### src/rtl/ifu_fetch_ctrl.sv
// Fetch sequencer: one imem read per instruction, pre-decodes the fetched word and
// stalls on control transfers until the resolved redirect PC arrives (no speculation).
module ifu_fetch_ctrl #(
  parameter logic [31:0] RESET_PC = 32'h8000_0000,
  parameter int          CNT_W    = 32
) (
  input  logic             clock,
  input  logic             reset,
  output logic             io_imem_req_valid,
  input  logic             io_imem_req_ready,
  output logic [31:0]      io_imem_req_addr,
  input  logic             io_imem_resp_valid,
  input  logic [31:0]      io_imem_resp_data,
  output logic             io_out_valid,
  input  logic             io_out_ready,
  output logic [31:0]      io_out_inst,
  output logic [31:0]      io_out_pc,
  input  logic             io_redirect_valid,
  input  logic [31:0]      io_redirect_pc,
  output logic             io_busy,
  output logic [CNT_W-1:0] io_stall_cnt,
  output logic [2:0]       io_dbg_state
);

  // Handshakes: a transfer happens on a rising edge where valid && ready are both high;
  // a valid source holds its payload stable until that edge.

  typedef enum logic [2:0] {
    S_IDLE   = 3'd0,
    S_REQ    = 3'd1,
    S_RESP   = 3'd2,
    S_OUT    = 3'd3,
    S_WAITBR = 3'd4
  } state_t;

  state_t           state_q, state_d;
  logic [31:0]      pc_q, pc_d;
  logic [31:0]      inst_q, inst_d;
  logic [31:0]      pend_q, pend_d;
  logic             kill_q, kill_d;
  logic [CNT_W-1:0] stall_cnt_q, stall_cnt_d;
  logic [31:0]      redir_pc;
  logic             is_jump;

  assign redir_pc = io_redirect_pc & 32'hFFFF_FFFC;

  // Branch opcode 63 stalls for every f3 except 2 and 3, i.e. f3[2:1] != 2'b01.
  always_comb begin
    is_jump = 1'b0;
    case (inst_q[6:0])
      7'h6F:   is_jump = 1'b1;
      7'h67:   is_jump = (inst_q[14:12] == 3'b000);
      7'h63:   is_jump = (inst_q[14:13] != 2'b01);
      7'h73:   is_jump = (inst_q == 32'h0000_0073) || (inst_q == 32'h0010_0073) ||
                         (inst_q == 32'h3020_0073);
      default: is_jump = 1'b0;
    endcase
  end

  always_comb begin
    state_d           = state_q;
    pc_d              = pc_q;
    inst_d            = inst_q;
    pend_d            = pend_q;
    kill_d            = kill_q;
    stall_cnt_d       = stall_cnt_q;
    io_imem_req_valid = 1'b0;
    io_out_valid      = 1'b0;
    io_busy           = 1'b0;
    case (state_q)
      S_IDLE: begin
        state_d = S_REQ;
        if (io_redirect_valid) pc_d = redir_pc;
      end
      S_REQ: begin
        io_imem_req_valid = 1'b1;
        if (io_imem_req_ready) begin
          state_d = S_RESP;
          // The stale request is already out; remember where to go once its data returns.
          if (io_redirect_valid) begin
            kill_d = 1'b1;
            pend_d = redir_pc;
          end
        end else if (io_redirect_valid) begin
          pc_d = redir_pc;
        end
      end
      S_RESP: begin
        if (io_redirect_valid) begin
          if (io_imem_resp_valid) begin
            pc_d    = redir_pc;
            kill_d  = 1'b0;
            state_d = S_REQ;
          end else begin
            kill_d = 1'b1;
            pend_d = redir_pc;
          end
        end else if (io_imem_resp_valid) begin
          if (kill_q) begin
            pc_d    = pend_q;
            kill_d  = 1'b0;
            state_d = S_REQ;
          end else begin
            inst_d  = io_imem_resp_data;
            state_d = S_OUT;
          end
        end
      end
      S_OUT: begin
        io_out_valid = !io_redirect_valid;
        if (io_redirect_valid) begin
          pc_d    = redir_pc;
          state_d = S_REQ;
        end else if (io_out_ready) begin
          if (is_jump) begin
            state_d = S_WAITBR;
          end else begin
            pc_d    = pc_q + 32'd4;
            state_d = S_REQ;
          end
        end
      end
      S_WAITBR: begin
        io_busy = 1'b1;
        if (stall_cnt_q != {CNT_W{1'b1}})
          stall_cnt_d = stall_cnt_q + {{(CNT_W-1){1'b0}}, 1'b1};
        if (io_redirect_valid) begin
          pc_d    = redir_pc;
          state_d = S_REQ;
        end
      end
      default: state_d = S_IDLE;
    endcase
  end

  always_ff @(posedge clock) begin
    if (reset) begin
      state_q     <= S_IDLE;
      pc_q        <= RESET_PC;
      inst_q      <= 32'd0;
      pend_q      <= 32'd0;
      kill_q      <= 1'b0;
      stall_cnt_q <= '0;
    end else begin
      state_q     <= state_d;
      pc_q        <= pc_d;
      inst_q      <= inst_d;
      pend_q      <= pend_d;
      kill_q      <= kill_d;
      stall_cnt_q <= stall_cnt_d;
    end
  end

  assign io_imem_req_addr = pc_q;
  assign io_out_pc        = pc_q;
  assign io_out_inst      = inst_q;
  assign io_stall_cnt     = stall_cnt_q;
  assign io_dbg_state     = state_q;

endmodule

### config.mk
export PLATFORM = sky130hd
export DESIGN_NAME = ifu_fetch_ctrl
export DESIGN_NICKNAME = d
export VERILOG_FILES = /design/src/rtl/ifu_fetch_ctrl.sv
export SDC_FILE = /design/constraint.sdc
export NUM_CORES = 1
export LEC_CHECK = 0
export CAP_MARGIN = 20
export CORE_UTILIZATION = 35
export DETAILED_ROUTE_END_ITERATION = 8
export MAX_ROUTING_LAYER = met4
export RECOVER_POWER = 25
export SYNTH_ARGS = -nofsm -noshare
export SYNTH_HDL_FRONTEND = slang
export SYNTH_SLANG_ARGS = --single-unit
### constraint.sdc
create_clock -name clock -period 4.5 [get_ports clock]
set_input_delay 0.675 -clock clock [delete_from_list [all_inputs] [get_ports clock]]
set_output_delay 0.675 -clock clock [all_outputs]
set_load 0.02 [all_outputs]
==> out/metrics.yaml, run 1 <==
drive_above_1_share_pct: 8.18
h-tree-depth: 4
p_comb_share_pct: 19.1
timing.critical_path.from: "io_redirect_valid"
crit_path_start_kind: "input pin"
worst_slew_pin_slew_ns: 0.969
peakVddDrop_v: 0.000265
clk_latency_ns: 0.42
setup-tns-final_ns: 0
p_switching_uw: 1010
synth-compound-area-share_pct: 21.8
critical-path-top-delay-family: "simple AND/OR/NAND/NOR gates"
totalWireLength_um: 20800
p_per_area_nw_per_um2: 361
fin_crit_sh_pct: 77.6
dr_wl_met2_um: 9860
synth_flop_cell: "dfxtp_1"
dp_hpwl_um: 14400
cts_buffer_depth: 2
drtAntennaViolNets: 0
power_switching_share_pct: 30.2
gp_congestion: 0.859
crit_path_end_kind: "register"
seq_power_share_pct: 38.5
gr-total-overflow: 0
cts_hold_buf: 0
dieArea_sq_um: 20000
dpl.cell_count: 1255
status: "finished clean"
crit_end: "io_imem_req_addr[28]$_SDFFE_PP0P_"
area_growth_pct: 36.0
worst_ep_arrival_time_ns: 3.75
grt_pass1_vias: 6212
hold_class: "reg2reg"
intPower_uw: 2330
worst-r2r-setup-slack_ns: 1.41
hold_viol: 0
grt_start_max_net_pins: 67
cp_data_required_time_ns: 4.76
drc: 0
num_vias: 6676
async_flop_share_pct: 0
cpPeakStageDelay_ns: 0.81
synthMuxAreaShare_pct: 0.294
core_sq_um: 18900
drtIter0Drc: 293
setup_viol: 0
rsz0062_at_grt: "false"
avgSynthCellArea_sq_um: 7.83
maxSlewHeadroom_pct: 34.9
die_h_um: 141
grt_pass1_wl_um: 33200
synth.distinct_cells: 69
met1Wirelength_um: 9550
top_layer: "met4"
ys_seq_area_share_pct: 37.7
tritoncts: "done"
antenna_found_initial: 1
critPathSlowestCell: "nand3_2"
path_common_cell: "buf_4"
cp_num_cells: 9
port_buffers: 197
io_pins: 204
regToRegEndpoint: "io_imem_req_addr[28]$_SDFFE_PP0P_"
start_util_pct: 36.0
avgRoutedWirePerCell_um: 16.1
synth_fa_ha_area_share_pct: 0.368
finalCriticalPeriod_ns: 3.49
cp_cell_sequence: "clkdlybuf4s50_1 > buf_4 > nand4bb_1 > buf_4 > nor3_1 > o311ai_0 > nand3_2 > a221oi_1 > a221oi_2"
crit_fanout: 38
met3_length_um: 1170
clockRootBuffer: "clkbuf_16"
maxCapViolCount: 0
row_count: 50
drv_slew: 0
final_area_sq_um: 9250
syn_area_sq_um: 6800
synthSimpleGateAreaFrac_pct: 28.4
cts_setup_buffers: 0
synthXorXnorAreaFrac_pct: 2.58
clkSinkCount: 128
fillers: 1906
cp_num_buf_inv: 3
placed_area_sq_um: 8660
power_uw: 3330
first_pass_iters: 5
fin_worst_skew_ns: 0.00987
path_class: "in2reg"
cts_resized: 0
ys_warn_count: 0
reg2reg_from: "io_dbg_state[2]$_SDFFE_PP0P_"
reg2regPathDepth: 7
fmax_mhz: 286
instances_no_fill: 1288
power_frac_clock_pct: 42.4
numCtsBuffers: 17
leakage_uw: 0.00329
vias_per_cell: 5.18
synth_top_family_by_area: "simple AND/OR/NAND/NOR gates"
cts.clk_slew.worst_paths_ns: 0.06
synth-seq-cells: 128
synth-edff-count: 0
track_usage_pct: 21.7
layout.nets: 1086
synthCells: 869
die_w_um: 141
## cells by family (layout without fill, tap and decap cells)
family,count (synthesis),after routing
AND/OR/NAND/NOR,384,384
AO/OA/AOI/OAI,229,229
adder cells (fa/ha/maj),2,2
XOR/XNOR,20,20
buffers and inverters,103,258
other,1,5
multiplexers,2,2
flip-flops,128,128
## metal layers
layer / vias to the layer above / track usage [%]
li1: 3346 / -
met1: 3139 / 27.9
met2: 174 / 34.1
met3: 17 / 4.15
met4: 0 / 7.19
met5: - / -
## placed cells by master (no fill, tap or decap), types with 10 or more instances in the layout
| cell | netlist | final |
|---|---|---|
| a21o_1 | 10 | 10 |
| a21oi_1 | 112 | 112 |
| and3_1 | 24 | 24 |
| buf_4 | 38 | 11 |
| clkbuf_16 | 0 | 17 |
| clkdlybuf4s50_1 | 0 | 142 |
| dfxtp_1 | 128 | 128 |
| dlygate4sd3_1 | 0 | 54 |
| inv_1 | 18 | 18 |
| nand2_1 | 169 | 169 |
| nand3_1 | 17 | 17 |
| nand4_1 | 20 | 20 |
| nor2_1 | 58 | 58 |
| nor3_1 | 14 | 14 |
| o21ai_0 | 31 | 31 |
| or3_1 | 16 | 16 |
| xnor2_1 | 10 | 10 |
| xor2_1 | 10 | 10 |
## worst min path at each step
stage,slack (ns),cells after the start,start,to
2_1_floorplan,0.43,2,pend_q[30]$_SDFFE_PP0P_,pend_q[30]$_SDFFE_PP0P_
3_3_place_gp,0.44,2,pend_q[13]$_SDFFE_PP0P_,pend_q[13]$_SDFFE_PP0P_
3_5_place_dp,0.44,2,pend_q[20]$_SDFFE_PP0P_,pend_q[20]$_SDFFE_PP0P_
4_1_cts,0.45,2,pend_q[30]$_SDFFE_PP0P_,pend_q[30]$_SDFFE_PP0P_
5_1_grt,0.47,2,pend_q[14]$_SDFFE_PP0P_,pend_q[14]$_SDFFE_PP0P_
6_report,0.45,2,pend_q[16]$_SDFFE_PP0P_,pend_q[16]$_SDFFE_PP0P_
## worst min-delay path, cell delays in order, from the launching register on
cell,delay (ns)
dfxtp_1,0.30
nand2_1,0.05
a21oi_1,0.05
## state kept, by name, summed over array words and instances (netlist names)
register          flops
io_dbg_state          3
io_imem_req_addr     30
kill_q                1
pend_q               30
io_out_inst          32
io_stall_cnt         32
## cell type report
type                    instances  area (sq um)  area share (%)
well taps                     260           325            3.52
diodes                          1          2.50          0.0271
inverters                      19          76.3           0.825
clock inverters                13           153            1.65
flip-flops and latches        128          2560            27.7
multi-input cells             641          3630            39.3
clock buffers                  19           453            4.90
repair buffers                207          2040            22.1
## Yosys cell counts (3+ instances only)
| master | count | area (sq um) |
|---|---|---|
| nand2_1 | 169 | 634 |
| a211oi_1 | 6 | 45.0 |
| a221oi_2 | 3 | 45.0 |
| nor3b_1 | 4 | 30.0 |
| o311ai_0 | 4 | 35.0 |
| nand3b_1 | 5 | 37.5 |
| clkbuf_1 | 36 | 135 |
| a31oi_1 | 6 | 37.5 |
| and4_1 | 8 | 70.1 |
| o21ai_0 | 31 | 155 |
| a21oi_2 | 9 | 78.8 |
| dfxtp_1 | 128 | 2560 |
| nor4_1 | 8 | 50.1 |
| a221o_1 | 7 | 70.1 |
| o31ai_1 | 3 | 22.5 |
| nor2b_1 | 5 | 31.3 |
| o21ai_2 | 9 | 78.8 |
| nor3_1 | 14 | 70.1 |
| xor2_1 | 10 | 87.6 |
| buf_2 | 3 | 15.0 |
| inv_1 | 18 | 67.6 |
| a21oi_1 | 112 | 561 |
| nand3_1 | 17 | 85.1 |
| nand4_1 | 20 | 125 |
| nor2_1 | 58 | 218 |
| o211ai_1 | 6 | 45.0 |
| buf_6 | 4 | 45.0 |
| and2_1 | 5 | 31.3 |
| nor4_2 | 3 | 37.5 |
| buf_4 | 38 | 285 |
| nand3_2 | 3 | 30.0 |
| and3_1 | 24 | 150 |
| xnor2_1 | 10 | 87.6 |
| nand2b_1 | 9 | 56.3 |
| or3_1 | 16 | 100 |
| a21o_1 | 10 | 75.1 |
| a221oi_1 | 5 | 43.8 |
## power groups by stage
stage	clock network [uW]	registers [uW]	logic [uW]
4_1_cts	1440	1280	644
2_1_floorplan	0	1330	383
6_report	1420	1280	637
5_1_grt	1480	1290	687
3_5_place_dp	0	1310	642
3_3_place_gp	0	1300	639
## metrics by stage
stage | setup WS [ns] | hold WS [ns] | utilization (%)
after detailed placement | 0.597 | 0.444 | 45.8
after floorplan | 2.16 | 0.432 | -
after CTS | 1.03 | 0.452 | 49.0
after global routing | 0.796 | 0.472 | 49.0
final | 1.01 | 0.450 | 49.0
after global placement | 0.633 | 0.437 | 45.8
(Power assumes the default switching activity.)
==> run 2: changes to the inputs <==
==> constraint.sdc (replaced) <==
create_clock -name clock -period 3.15 [get_ports clock]
set_input_delay 0.4725 -clock clock [delete_from_list [all_inputs] [get_ports clock]]
set_output_delay 0.4725 -clock clock [all_outputs]
set_load 0.02 [all_outputs]
==> run 2 against run 1 <==
Net effect:
- clock-buffer cell count is 1 lower
- sequential share of layout area decreased by 0.48 points
- sequential power grew 43%
- power increased by 49%
- combinational power increased by 50%
- flip-flop and latch count stayed put
- hold slack barely moved
- design area increased by 1.8%
- worst setup slack got worse by 0.46 ns
- first-iteration DRC count grew 46%
- clock skew fell by 0.0028 ns
- via count grew 0.64%
==> out/metrics.yaml, run 2 (same netlist as run 1, synthesis figures left out) <==
avgRoutedWirePerCell_um: 16.2  # about the same
drive_above_1_share_pct: 9.14  # +0.96 points
maxSlewHeadroom_pct: 43.0  # +8.1 points
start_util_pct: 36.0  # unchanged
first_pass_iters: 5  # unchanged
cp_data_required_time_ns: 2.68  # -2.08 ns
drv_slew: 0  # unchanged
die_h_um: 141  # unchanged
timing.critical_path.from: "io_dbg_state[1]$_SDFFE_PP0P_"
grt_pass1_wl_um: 33100  # -0.44%
grt_pass1_vias: 6025  # -3.0%
hold_viol: 0  # unchanged
area_growth_pct: 38.4
final_cell_mix: "169 x nand2_1, 164 x clkdlybuf4s50_1, 128 x dfxtp_1"
fin_crit_sh_pct: 82.5
crit_path_start_kind: "register"
dieArea_sq_um: 20000  # unchanged
reg2reg_from: "io_dbg_state[0]$_SDFFE_PP0P_"
fillers: 1903  # -0.16%
hold_depth: 2  # unchanged
tritoncts: "done"
io_pins: 204  # unchanged
rsz0062_at_grt: "false"
clockRootBuffer: "clkbuf_16"
hold_slack_ns: 0.450  # -0.000118 ns
gp_congestion: 0.835  # -2.8%
crit_path_end_kind: "output pin"
intPower_uw: 3540  # +52%
row_count: 50  # unchanged
finalCriticalPeriod_ns: 2.60
die_w_um: 141  # unchanged
fin_worst_skew_ns: 0.00709  # -0.00278 ns
clkSinkCount: 128  # unchanged
clk_latency_ns: 0.42  # about the same
status: "finished clean"
power_frac_clock_pct: 43.9  # +1.5 points
p_comb_share_pct: 19.2  # about the same
numCtsBuffers: 17  # unchanged
totalWireLength_um: 21000  # +1.0%
cts.clk_slew.worst_paths_ns: 0.06  # about the same
track_usage_pct: 21.6  # -0.065 points
cts_hold_buf: 0  # unchanged
cts_setup_buffers: 0  # unchanged
cts_buffer_depth: 2  # unchanged
path_class: "reg2out"
hold_class: "reg2reg"
reg2regPathDepth: 6  # -1
maxCapViolCount: 0  # unchanged
cts_resized: 0  # unchanged
fmax_mhz: 385
drc: 0  # unchanged
grt_start_max_net_pins: 42  # -37%
hold_start: "pend_q[4]$_SDFFE_PP0P_"
h-tree-depth: 4  # unchanged
drtAntennaViolNets: 0  # unchanged
leakage_uw: 0.00329  # about the same
seq_power_share_pct: 36.9  # -1.6 points
final_common_cell: "nand2_1"
dp_hpwl_um: 14600  # +1.5%
power_switching_share_pct: 28.7  # -1.5 points
layout.nets: 1098  # +1.1%
setup-tns-final_ns: 0  # unchanged
num_vias: 6719  # +0.64%
gr-total-overflow: 0  # unchanged
worst_ep_arrival_time_ns: 2.13  # -1.62 ns
setup_viol: 0  # unchanged
p_per_area_nw_per_um2: 527  # +46%
worst_slew_pin_slew_ns: 0.855  # -0.114 ns
crit_fanout: 12  # -68%
vias_per_cell: 5.17  # -0.28%
drtIter0Drc: 428  # +46%
p_switching_uw: 1420  # +41%
antenna_found_initial: 0  # -1
port_buffers: 197  # unchanged
core_sq_um: 18900  # unchanged
peakVddDrop_v: 0.000382  # +44%
-- run 2: final cells by class --
class                   count  area, sq um  area share [%]
flip-flops and latches    128         2560            27.2
clock inverters            14          215            2.29
inverters                  19         76.3           0.811
repair buffers            219         2150            22.9
diodes                      1         2.50          0.0266
clock buffers              18          429            4.56
multi-input cells         641         3650            38.8
well taps                 260          325            3.46
-- run 2: power by group through the flow --
stage               combinational [uW]  clock, uW  sequential, uW
finish                             955       2180            1830
global route                      1030       2280            1850
CTS                                961       2220            1830
detailed placement                 957          0            1860
global placement                   955          0            1860
floorplan                          548          0            1900
-- run 2: worst max-delay path: stages (launching register included) --
cell and delay (ns):
dfxtp_1 0.57, nand4bb_1 0.31, clkinv_4 0.20, clkdlybuf4s50_1 0.63
-- run 2: layer usage --
layer / global-route usage, % / wire length (um)
met2: 33.1 / 9780
met1: 28.7 / 9870
met3: 4.66 / 1160
met4: 5.72 / 206
met5: - / 0
-- run 2: path summary, 6_finish.rpt --
path	slack [ns]	end
worst max-delay path	0.55	io_out_valid
worst min-delay path	0.45	pend_q[4]$_SDFFE_PP0P_
worst max register to register	0.65	io_imem_req_addr[29]$_SDFFE_PP0P_
worst min register to register	0.45	pend_q[4]$_SDFFE_PP0P_
-- run 2: metrics by stage --
stage / power, uW / cells / area (sq um) / setup WS [ns] / util [%]
2_1_floorplan: 2440 / 872 / 6810 / 0.884 / -
5_1_grt: 5150 / 1299 / 9410 / 0.456 / 49.8
3_3_place_gp: 2820 / 1267 / 8770 / 0.315 / 46.4
4_1_cts: 5010 / 1299 / 9420 / 0.536 / 49.9
3_5_place_dp: 2820 / 1267 / 8770 / 0.303 / 46.4
6_report: 4960 / 1300 / 9410 / 0.551 / 49.8
